<file path="src/rtl/fifo_sync_pkg.sv">
// Shared defaults and mode constants for the synchronous FIFO.
package fifo_sync_pkg;
    localparam int DEF_ADDR_SIZE = 4;
    localparam int DEF_DATA_SIZE = 8;
    localparam int DEF_AF_LEVEL  = 12;
    localparam int DEF_AE_LEVEL  = 4;

    localparam int FWFT_OFF = 0;
    localparam int FWFT_ON  = 1;
endpackage

</file>
<file path="src/rtl/fifo_sync_ram.sv">
// FIFO storage: synchronous write, asynchronous read, contents never reset.
module fifo_sync_ram
    import fifo_sync_pkg::*;
#(
    parameter int ADDR_SIZE = DEF_ADDR_SIZE,
    parameter int DATA_SIZE = DEF_DATA_SIZE
) (
    input  logic                 clk_i,
    input  logic                 we_i,
    input  logic [ADDR_SIZE-1:0] waddr_i,
    input  logic [DATA_SIZE-1:0] wdata_i,
    input  logic [ADDR_SIZE-1:0] raddr_i,
    output logic [DATA_SIZE-1:0] rdata_o
);
    logic [DATA_SIZE-1:0] mem_q [2**ADDR_SIZE];

    always_ff @(posedge clk_i) begin
        if (we_i) begin
            mem_q[waddr_i] <= wdata_i;
        end
    end

    assign rdata_o = mem_q[raddr_i];
endmodule

</file>
<file path="src/rtl/fifo_sync.sv">
// Single-clock FIFO with registered flags, error pulses and selectable
// registered-read or first-word-fall-through output.
module fifo_sync
    import fifo_sync_pkg::*;
#(
    parameter int ADDR_SIZE = DEF_ADDR_SIZE,
    parameter int DATA_SIZE = DEF_DATA_SIZE,
    parameter int AF_LEVEL  = DEF_AF_LEVEL,
    parameter int AE_LEVEL  = DEF_AE_LEVEL,
    parameter int FWFT      = FWFT_OFF
) (
    input  logic                 clk,
    input  logic                 rst,
    input  logic                 wr_en,
    input  logic [DATA_SIZE-1:0] wr_data,
    input  logic                 rd_en,
    output logic [DATA_SIZE-1:0] rd_data,
    output logic                 rd_valid,
    output logic                 full,
    output logic                 empty,
    output logic                 almost_full,
    output logic                 almost_empty,
    output logic [ADDR_SIZE:0]   count,
    output logic                 overflow,
    output logic                 underflow
);
    localparam int DEPTH = 1 << ADDR_SIZE;
    localparam int PW    = ADDR_SIZE + 1;

    localparam logic [PW-1:0] FULL_CNT = PW'(DEPTH);
    localparam logic [PW-1:0] AF_CNT   = PW'(AF_LEVEL);
    localparam logic [PW-1:0] AE_CNT   = PW'(AE_LEVEL);

    if (!(AE_LEVEL >= 0 && AE_LEVEL < AF_LEVEL && AF_LEVEL <= DEPTH)) begin : g_bad_levels
        $error("fifo_sync: thresholds must satisfy 0 <= AE_LEVEL < AF_LEVEL <= DEPTH");
    end

    logic [PW-1:0]        wr_ptr_q, wr_ptr_d;
    logic [PW-1:0]        rd_ptr_q, rd_ptr_d;
    logic [PW-1:0]        count_d;
    logic                 full_q, empty_q, afull_q, aempty_q;
    logic                 ovf_q, udf_q;
    logic                 wr_acc, rd_acc;
    logic [DATA_SIZE-1:0] head;

    // Acceptance uses only the registered flags, so a pop never frees a slot
    // for a same-cycle push (and vice versa).
    always_comb begin
        wr_acc   = wr_en && !full_q;
        rd_acc   = rd_en && !empty_q;
        wr_ptr_d = wr_ptr_q + PW'(wr_acc);
        rd_ptr_d = rd_ptr_q + PW'(rd_acc);
        count_d  = wr_ptr_d - rd_ptr_d;
    end

    always_ff @(posedge clk or posedge rst) begin
        if (rst) begin
            wr_ptr_q <= '0;
            rd_ptr_q <= '0;
            full_q   <= 1'b0;
            empty_q  <= 1'b1;
            afull_q  <= 1'b0;
            aempty_q <= 1'b1;
            ovf_q    <= 1'b0;
            udf_q    <= 1'b0;
        end else begin
            wr_ptr_q <= wr_ptr_d;
            rd_ptr_q <= rd_ptr_d;
            full_q   <= (count_d == FULL_CNT);
            empty_q  <= (count_d == '0);
            afull_q  <= (count_d >= AF_CNT);
            aempty_q <= (count_d <= AE_CNT);
            ovf_q    <= wr_en && full_q;
            udf_q    <= rd_en && empty_q;
        end
    end

    fifo_sync_ram #(
        .ADDR_SIZE (ADDR_SIZE),
        .DATA_SIZE (DATA_SIZE)
    ) u_ram (
        .clk_i   (clk),
        .we_i    (wr_acc),
        .waddr_i (wr_ptr_q[ADDR_SIZE-1:0]),
        .wdata_i (wr_data),
        .raddr_i (rd_ptr_q[ADDR_SIZE-1:0]),
        .rdata_o (head)
    );

    if (FWFT == FWFT_ON) begin : g_fwft
        assign rd_data  = head;
        assign rd_valid = !empty_q;
    end else begin : g_regread
        logic [DATA_SIZE-1:0] rd_data_q;
        logic                 rd_valid_q;

        always_ff @(posedge clk or posedge rst) begin
            if (rst) begin
                rd_data_q  <= '0;
                rd_valid_q <= 1'b0;
            end else begin
                rd_valid_q <= rd_acc;
                if (rd_acc) begin
                    rd_data_q <= head;
                end
            end
        end

        assign rd_data  = rd_data_q;
        assign rd_valid = rd_valid_q;
    end

    assign count        = wr_ptr_q - rd_ptr_q;
    assign full         = full_q;
    assign empty        = empty_q;
    assign almost_full  = afull_q;
    assign almost_empty = aempty_q;
    assign overflow     = ovf_q;
    assign underflow    = udf_q;
endmodule

</file>
<file path="config.mk">
export PLATFORM = sky130hd
export DESIGN_NAME = fifo_sync
export DESIGN_NICKNAME = d
export VERILOG_FILES = /design/src/rtl/fifo_sync_pkg.sv /design/src/rtl/fifo_sync_ram.sv /design/src/rtl/fifo_sync.sv
export SDC_FILE = /design/constraint.sdc
export NUM_CORES = 1
export LEC_CHECK = 0
export CAP_MARGIN = 0
export CORE_ASPECT_RATIO = 2
export CORE_MARGIN = 2
export CORE_UTILIZATION = 40
export CTS_CLUSTER_SIZE = 25
export DETAILED_ROUTE_END_ITERATION = 10
export GPL_ROUTABILITY_DRIVEN = 0
export GPL_TIMING_DRIVEN = 0
export PLACE_DENSITY = 0.62
export SLEW_MARGIN = 20
export SYNTH_ARGS = -nofsm -noshare
export SYNTH_HDL_FRONTEND = slang
export SYNTH_SLANG_ARGS = --single-unit
</file>
<file path="constraint.sdc">
create_clock -name clk -period 5.45 [get_ports clk]
set_input_delay 1.09 -clock clk [delete_from_list [all_inputs] [get_ports clk]]
set_output_delay 1.09 -clock clk [all_outputs]
set_load 0.01 [all_outputs]
</file>
==> impl_metrics.tcl <==
set metrics [dict create \
    rsz0062_at_grt "false" \
    antenna_found_initial 0 \
    grt_pass1_wl_um 21300 \
    dieWidth_um 92.5 \
    ys_async_sr_fraction_pct 16.3 \
    startpoint_type "register" \
    firstDrtPassIters 4 \
    viasPerCell 5.27 \
    min_period_ns 3.88 \
    required_ns 4.36 \
    grt_max_degree 26 \
    maxSlewViolCount 0 \
    root_buffer "clkbuf_16" \
    ios 32 \
    crit_top_cell "inv_1" \
    portBuffers 31 \
    vias 3292 \
    whs_ns 0.509 \
    drt_iter0_markers 224 \
    die_y_um 181 \
    diodes 0 \
    hold_viol 0 \
    cts_tree "built" \
    insertion_delay_ns 0.42 \
    synth_nets 387 \
    cp.arrival_ns 2.79 \
    ys_warn_count 0 \
    drtAntennaViolNets 0 \
    start_util_pct 41.0 \
    nets 439 \
    max_freq_mhz 258 \
    max_stage_delay_ns 0.57 \
    stdcell_count 625 \
    peakVddDrop_uv 603 \
    critPathSlowestCell "clkdlybuf4s50_1" \
    crit_type "reg -> out" \
    core_area_um2 15300 \
    numCtsBuffers 17 \
    syn_area_per_cell_um2 17.3 \
    finalSetupViolCount 0 \
    n_fill_cell 1275 \
    yosysSeqAreaShare_pct 71.4 \
    fin_ws_ns 1.57 \
    p_leak_nw 2.65 \
    synth-edff-count 128 \
    drive_gt1_share_pct 18.3 \
    worstPathCellList "clkbuf_1 > inv_1 > fa_1 > inv_1 > a21o_1 > a21oi_1 > xnor2_1 > clkdlybuf4s50_1" \
    grt_use_total_pct 18.1 \
    syn_inst 362 \
    grt_pass1_vias 3642 \
    maxCapViolations 0 \
    placed_cell_area_um2 6860 \
    grt_overflow 0 \
    hold_path.class "reg -> reg" \
    worst_pin_slew_ns 1.03 \
    fin_worst_skew_ns 0.00824 \
    post_cts_buffers 0 \
    critPathMaxFanout 8 \
    synth_cell_type_count 41 \
    die_area_um2 16700 \
    finalCritPeriodShare_pct 71.2 \
    drcViolationCount 0 \
    cts_resized 0 \
    cts_hold_buf 0 \
    placed_cells 593 \
    power_density_nw_per_um2 600 \
    design_area_um2 7450 \
    worst_setup_path_end_kind "output pin" \
    hpwl_um 10000 \
    status "completed" \
    cts.path.max_buffers 2 \
    cts.sink_count 153 \
    cpLargestDelayFamily "buffers and inverters" \
    cp_num_buf_inv 4 \
    rows 64 \
    syn_to_final_growth_pct 18.9 \
    htreeDepth 4 \
    tns_ns 0 \
    synth_ff_type "edfxtp_1" \
    place_ws_ns 1.56 \
    wl_per_cell_um 22.6 \
    drt-total-wl_um 14100 \
    clkTransAtPathRegs_ns 0.07 \
    netlist_area_um2 6270 \
    maxSlewHeadroom_pct 31.0 \
    ys_seq_elements 153 \
]
-- worst register-to-register path: cells and delay by family (launching register included) --
family / cells / cell delay, ns
AOI/OAI and AO/OA: 2 / 0.41
buffers and inverters: 1 / 0.23
DFF: 1 / 0.53
xor gates and xnor gates: 2 / 0.35
adders and majority gates: 2 / 0.52
and+or+nand+nor: 3 / 0.76
-- layer usage --
metal,part of all wire [%],GRT usage (%),wire [µm]
met3,3.4,3.79,484
met1,34,17.7,4760
met5,0,0,0
met4,2.0,7.04,282
met2,61,35.7,8610
-- synthesized netlist by cell type (3+ instances only) --
master / count / share of area, %
edfxtp_1: 128 / 61
mux2i_1: 31 / 5.0
dfrtp_1: 23 / 9.2
nor2_1: 22 / 1.3
mux4_2: 18 / 6.5
inv_1: 16 / 0.96
nand2_1: 13 / 0.78
a21oi_1: 12 / 0.96
ha_1: 11 / 2.2
xnor2_1: 9 / 1.3
buf_2: 6 / 0.48
o22ai_1: 6 / 0.60
o32ai_1: 6 / 0.84
nand3_1: 5 / 0.40
nor3_1: 5 / 0.40
o311ai_1: 4 / 0.56
xor2_1: 4 / 0.56
a21o_1: 3 / 0.36
and2_1: 3 / 0.30
mux2_2: 3 / 0.54
xnor2_2: 3 / 0.78
-- state kept, by name, summed over array words and instances (netlist names), 5 cells and up --
register / flops
u_ram.mem_q: 128
rd_data: 8
wr_ptr_q: 5
rd_ptr_q: 5
-- kinds of logic after synthesis --
kind of cell | after synthesis | synth area share [%]
AO/OA/AOI/OAI | 42 | 4.61
XOR/XNOR | 16 | 2.60
adder cells (fa/ha/maj) | 13 | 2.83
buffers and inverters | 31 | 2.64
flip-flops | 153 | 71.4
multiplexers | 52 | 12.0
AND/OR/NAND/NOR | 55 | 4.01
-- path summary, 6_finish.rpt --
kind,to,cells after the start,slack [ns],from
min,rd_data[5]$_DFFE_PP0P_,2,0.51,rd_data[5]$_DFFE_PP0P_
max,count[4],8,1.57,wr_ptr_q[1]$_DFF_PP0_
max in group asynchronous,overflow$_DFF_PP0_,2,4.00,rst
max reg2reg,almost_empty$_DFF_PP1_,10,2.56,empty$_DFF_PP1_
min reg2reg,rd_data[5]$_DFFE_PP0P_,2,0.51,rd_data[5]$_DFFE_PP0P_
min in group asynchronous,almost_full$_DFF_PP0_,2,1.06,rst
-- metrics by stage --
step                utilization, %  total power, W
detailed placement            44.9         0.00334
floorplan                        -         0.00271
finish                        48.7         0.00447
CTS                           48.7         0.00452
global placement              44.6         0.00329
global route                  48.7         0.00472
-- where the power goes --
part	internal, W	total, W	switching [W]
registers	0.00146	0.00157	0.000108
logic	0.000787	0.00174	0.000950
clock network	0.000682	0.00117	0.000484
total	0.00293	0.00447	0.00154
-- layout make-up --
class	instances	area, µm²	share of cell area [%]
Buffer	13	97.6	1.31
Clock buffer	17	425	5.71
Clock inverter	15	165	2.22
Inverter	18	67.6	0.907
Multi-Input combinational cell	178	1650	22.1
Sequential cell	153	4470	60.0
Tap cell	198	248	3.32
Timing Repair Buffer	33	325	4.37
-- cell usage in the layout (no fill, tap or decap), drive strengths merged, types with 2 or more instances in the layout --
cell,synthesis,layout
clkdlybuf4s50,0,31
bufinv,0,2
o32ai,6,6
nor2,22,22
nand3b,2,2
fa,2,2
nor3,5,5
a31oi,2,2
o21ai,4,4
clkbuf,2,19
dfstp,2,2
mux2,3,3
a21oi,12,12
o311ai,5,5
mux4,18,18
nand3,5,5
o22ai,6,6
edfxtp,128,128
ha,11,11
nor2b,2,2
o31ai,2,2
inv,17,22
dfrtp,23,23
xnor2,12,12
clkinvlp,0,3
nand2,13,13
mux2i,31,31
clkinv,1,6
and2,3,3
buf,11,13
a21o,3,3
xor2,4,4
Note: power is estimated with default switching activity, not from simulation.
==> edit: new RTL, config.mk and constraints unchanged <==
Put a register stage on the output `count`, cleared by the reset. The value now appears one clock later. The other outputs are not delayed to match.
--- a/src/rtl/fifo_sync.sv
+++ b/src/rtl/fifo_sync.sv
@@ -110,7 +110,13 @@
         assign rd_valid = rd_valid_q;
     end
 
-    assign count        = wr_ptr_q - rd_ptr_q;
+    always_ff @(posedge clk or posedge rst) begin
+        if (rst) begin
+            count <= '0;
+        end else begin
+            count <= wr_ptr_q - rd_ptr_q;
+        end
+    end
     assign full         = full_q;
     assign empty        = empty_q;
     assign almost_full  = afull_q;
Check against the original RTL: not equivalent (Yosys sat finds a counterexample within 4 cycles, from zero or initial values and one cycle with rst high).
==> edit against the original RTL <==
- cell area increased by 2.9%
- total power grew 1.6%
- sequential power increased by 4%
- sequential cell count grew 5
- utilization down 0.14 points
- routed wire length is 4.9% higher
- largest power group unchanged
- setup slack improved by 430 ps
- area after synthesis up 2.6%
- non-clock buffer count increased by 2
- critical endpoint is now almost_full
- critical path type is now in2reg
==> edit: results (changes against the original RTL) <==
metric	value	unit	change
place_ws	1540	ps	-11.5 ps
crit_end	almost_full		
grt_use_total	18.4	%	+0.26 points
synth.area.top_cells	edfxtp_1 60%, dfrtp_1 11%, mux2i_1 7.8%, ha_1 2.1%, mux4_2 2.1%		
max_slew.worst_pin.slew	1030	ps	+1.82 ps
worstPathMaxFanout	5		-3
drive_gt1_share	14.9	%	-3.3 points
syn-num-nets	415		+7.2%
synth.mux.area_fraction	10.2	%	-1.7 points
synthArstFlopShare	19.0	%	+2.6 points
synth_cell_type_count	40		-2.4%
cp.arrival	3750	ps	+960 ps
synth_compound_area_share	5.60	%	+0.99 points
whs	517	ps	+8.11 ps
drt_pass1_iterations	5		+1
r2r_end	full		
hpwlAfterDp	10200	µm	+1.5%
synthAdderAreaFrac	2.76	%	-0.073 points
worstRegToRegCells	12		+2
grt_max_degree	31		+19%
drt_iter0_drc	235		+4.9%
layout.cells.non_filler	656		+5.0%
ys_seq_area_share	71.5	%	+0.11 points
power.leakage	0.00283	µW	+6.6%
syn_inst	390		+7.7%
vias	3540		+7.5%
max_clock_freq	0.290	GHz	+12%
status	finished clean		
cp-startpoint	wr_en		
grt_pass1_vias	3831		+5.2%
peakVddDrop	0.495	mV	-18%
placed_area	7030	µm²	+2.5%
edit: layer usage:
| layer | share of wire, % | GRT usage [%] |
|---|---|---|
| met3 | 3.7 | 3.66 |
| met1 | 34 | 18.7 |
| met4 | 3.4 | 8.58 |
| met2 | 59 | 35.0 |
| met5 | 0 | 0 |
edit: critical path, cell delays in order:
cell and delay [ps]:
clkdlybuf4s50_1 470, nor2b_1 310, ha_1 250, ha_1 190
xor2_1 330, ha_1 350, a21o_1 180, a21oi_1 250
xor2_1 220, o21ai_0 110
edit: power by group:
| part | switching [µW] | total, µW | internal [µW] |
|---|---|---|---|
| registers | 108 | 1630 | 1520 |
| clock network | 493 | 1270 | 774 |
| logic | 939 | 1640 | 705 |
| total | 1540 | 4540 | 3000 |
edit: cell type report:
class                   instances  area (µm²)
well taps                     201         251
clock buffers                  17         425
flip-flops and latches        158        4600
repair buffers                 33         325
inverters                      18        67.6
plain buffers                  15         135
clock inverters                15         210
fillers                      1370        8110
multi-input cells             199        1650
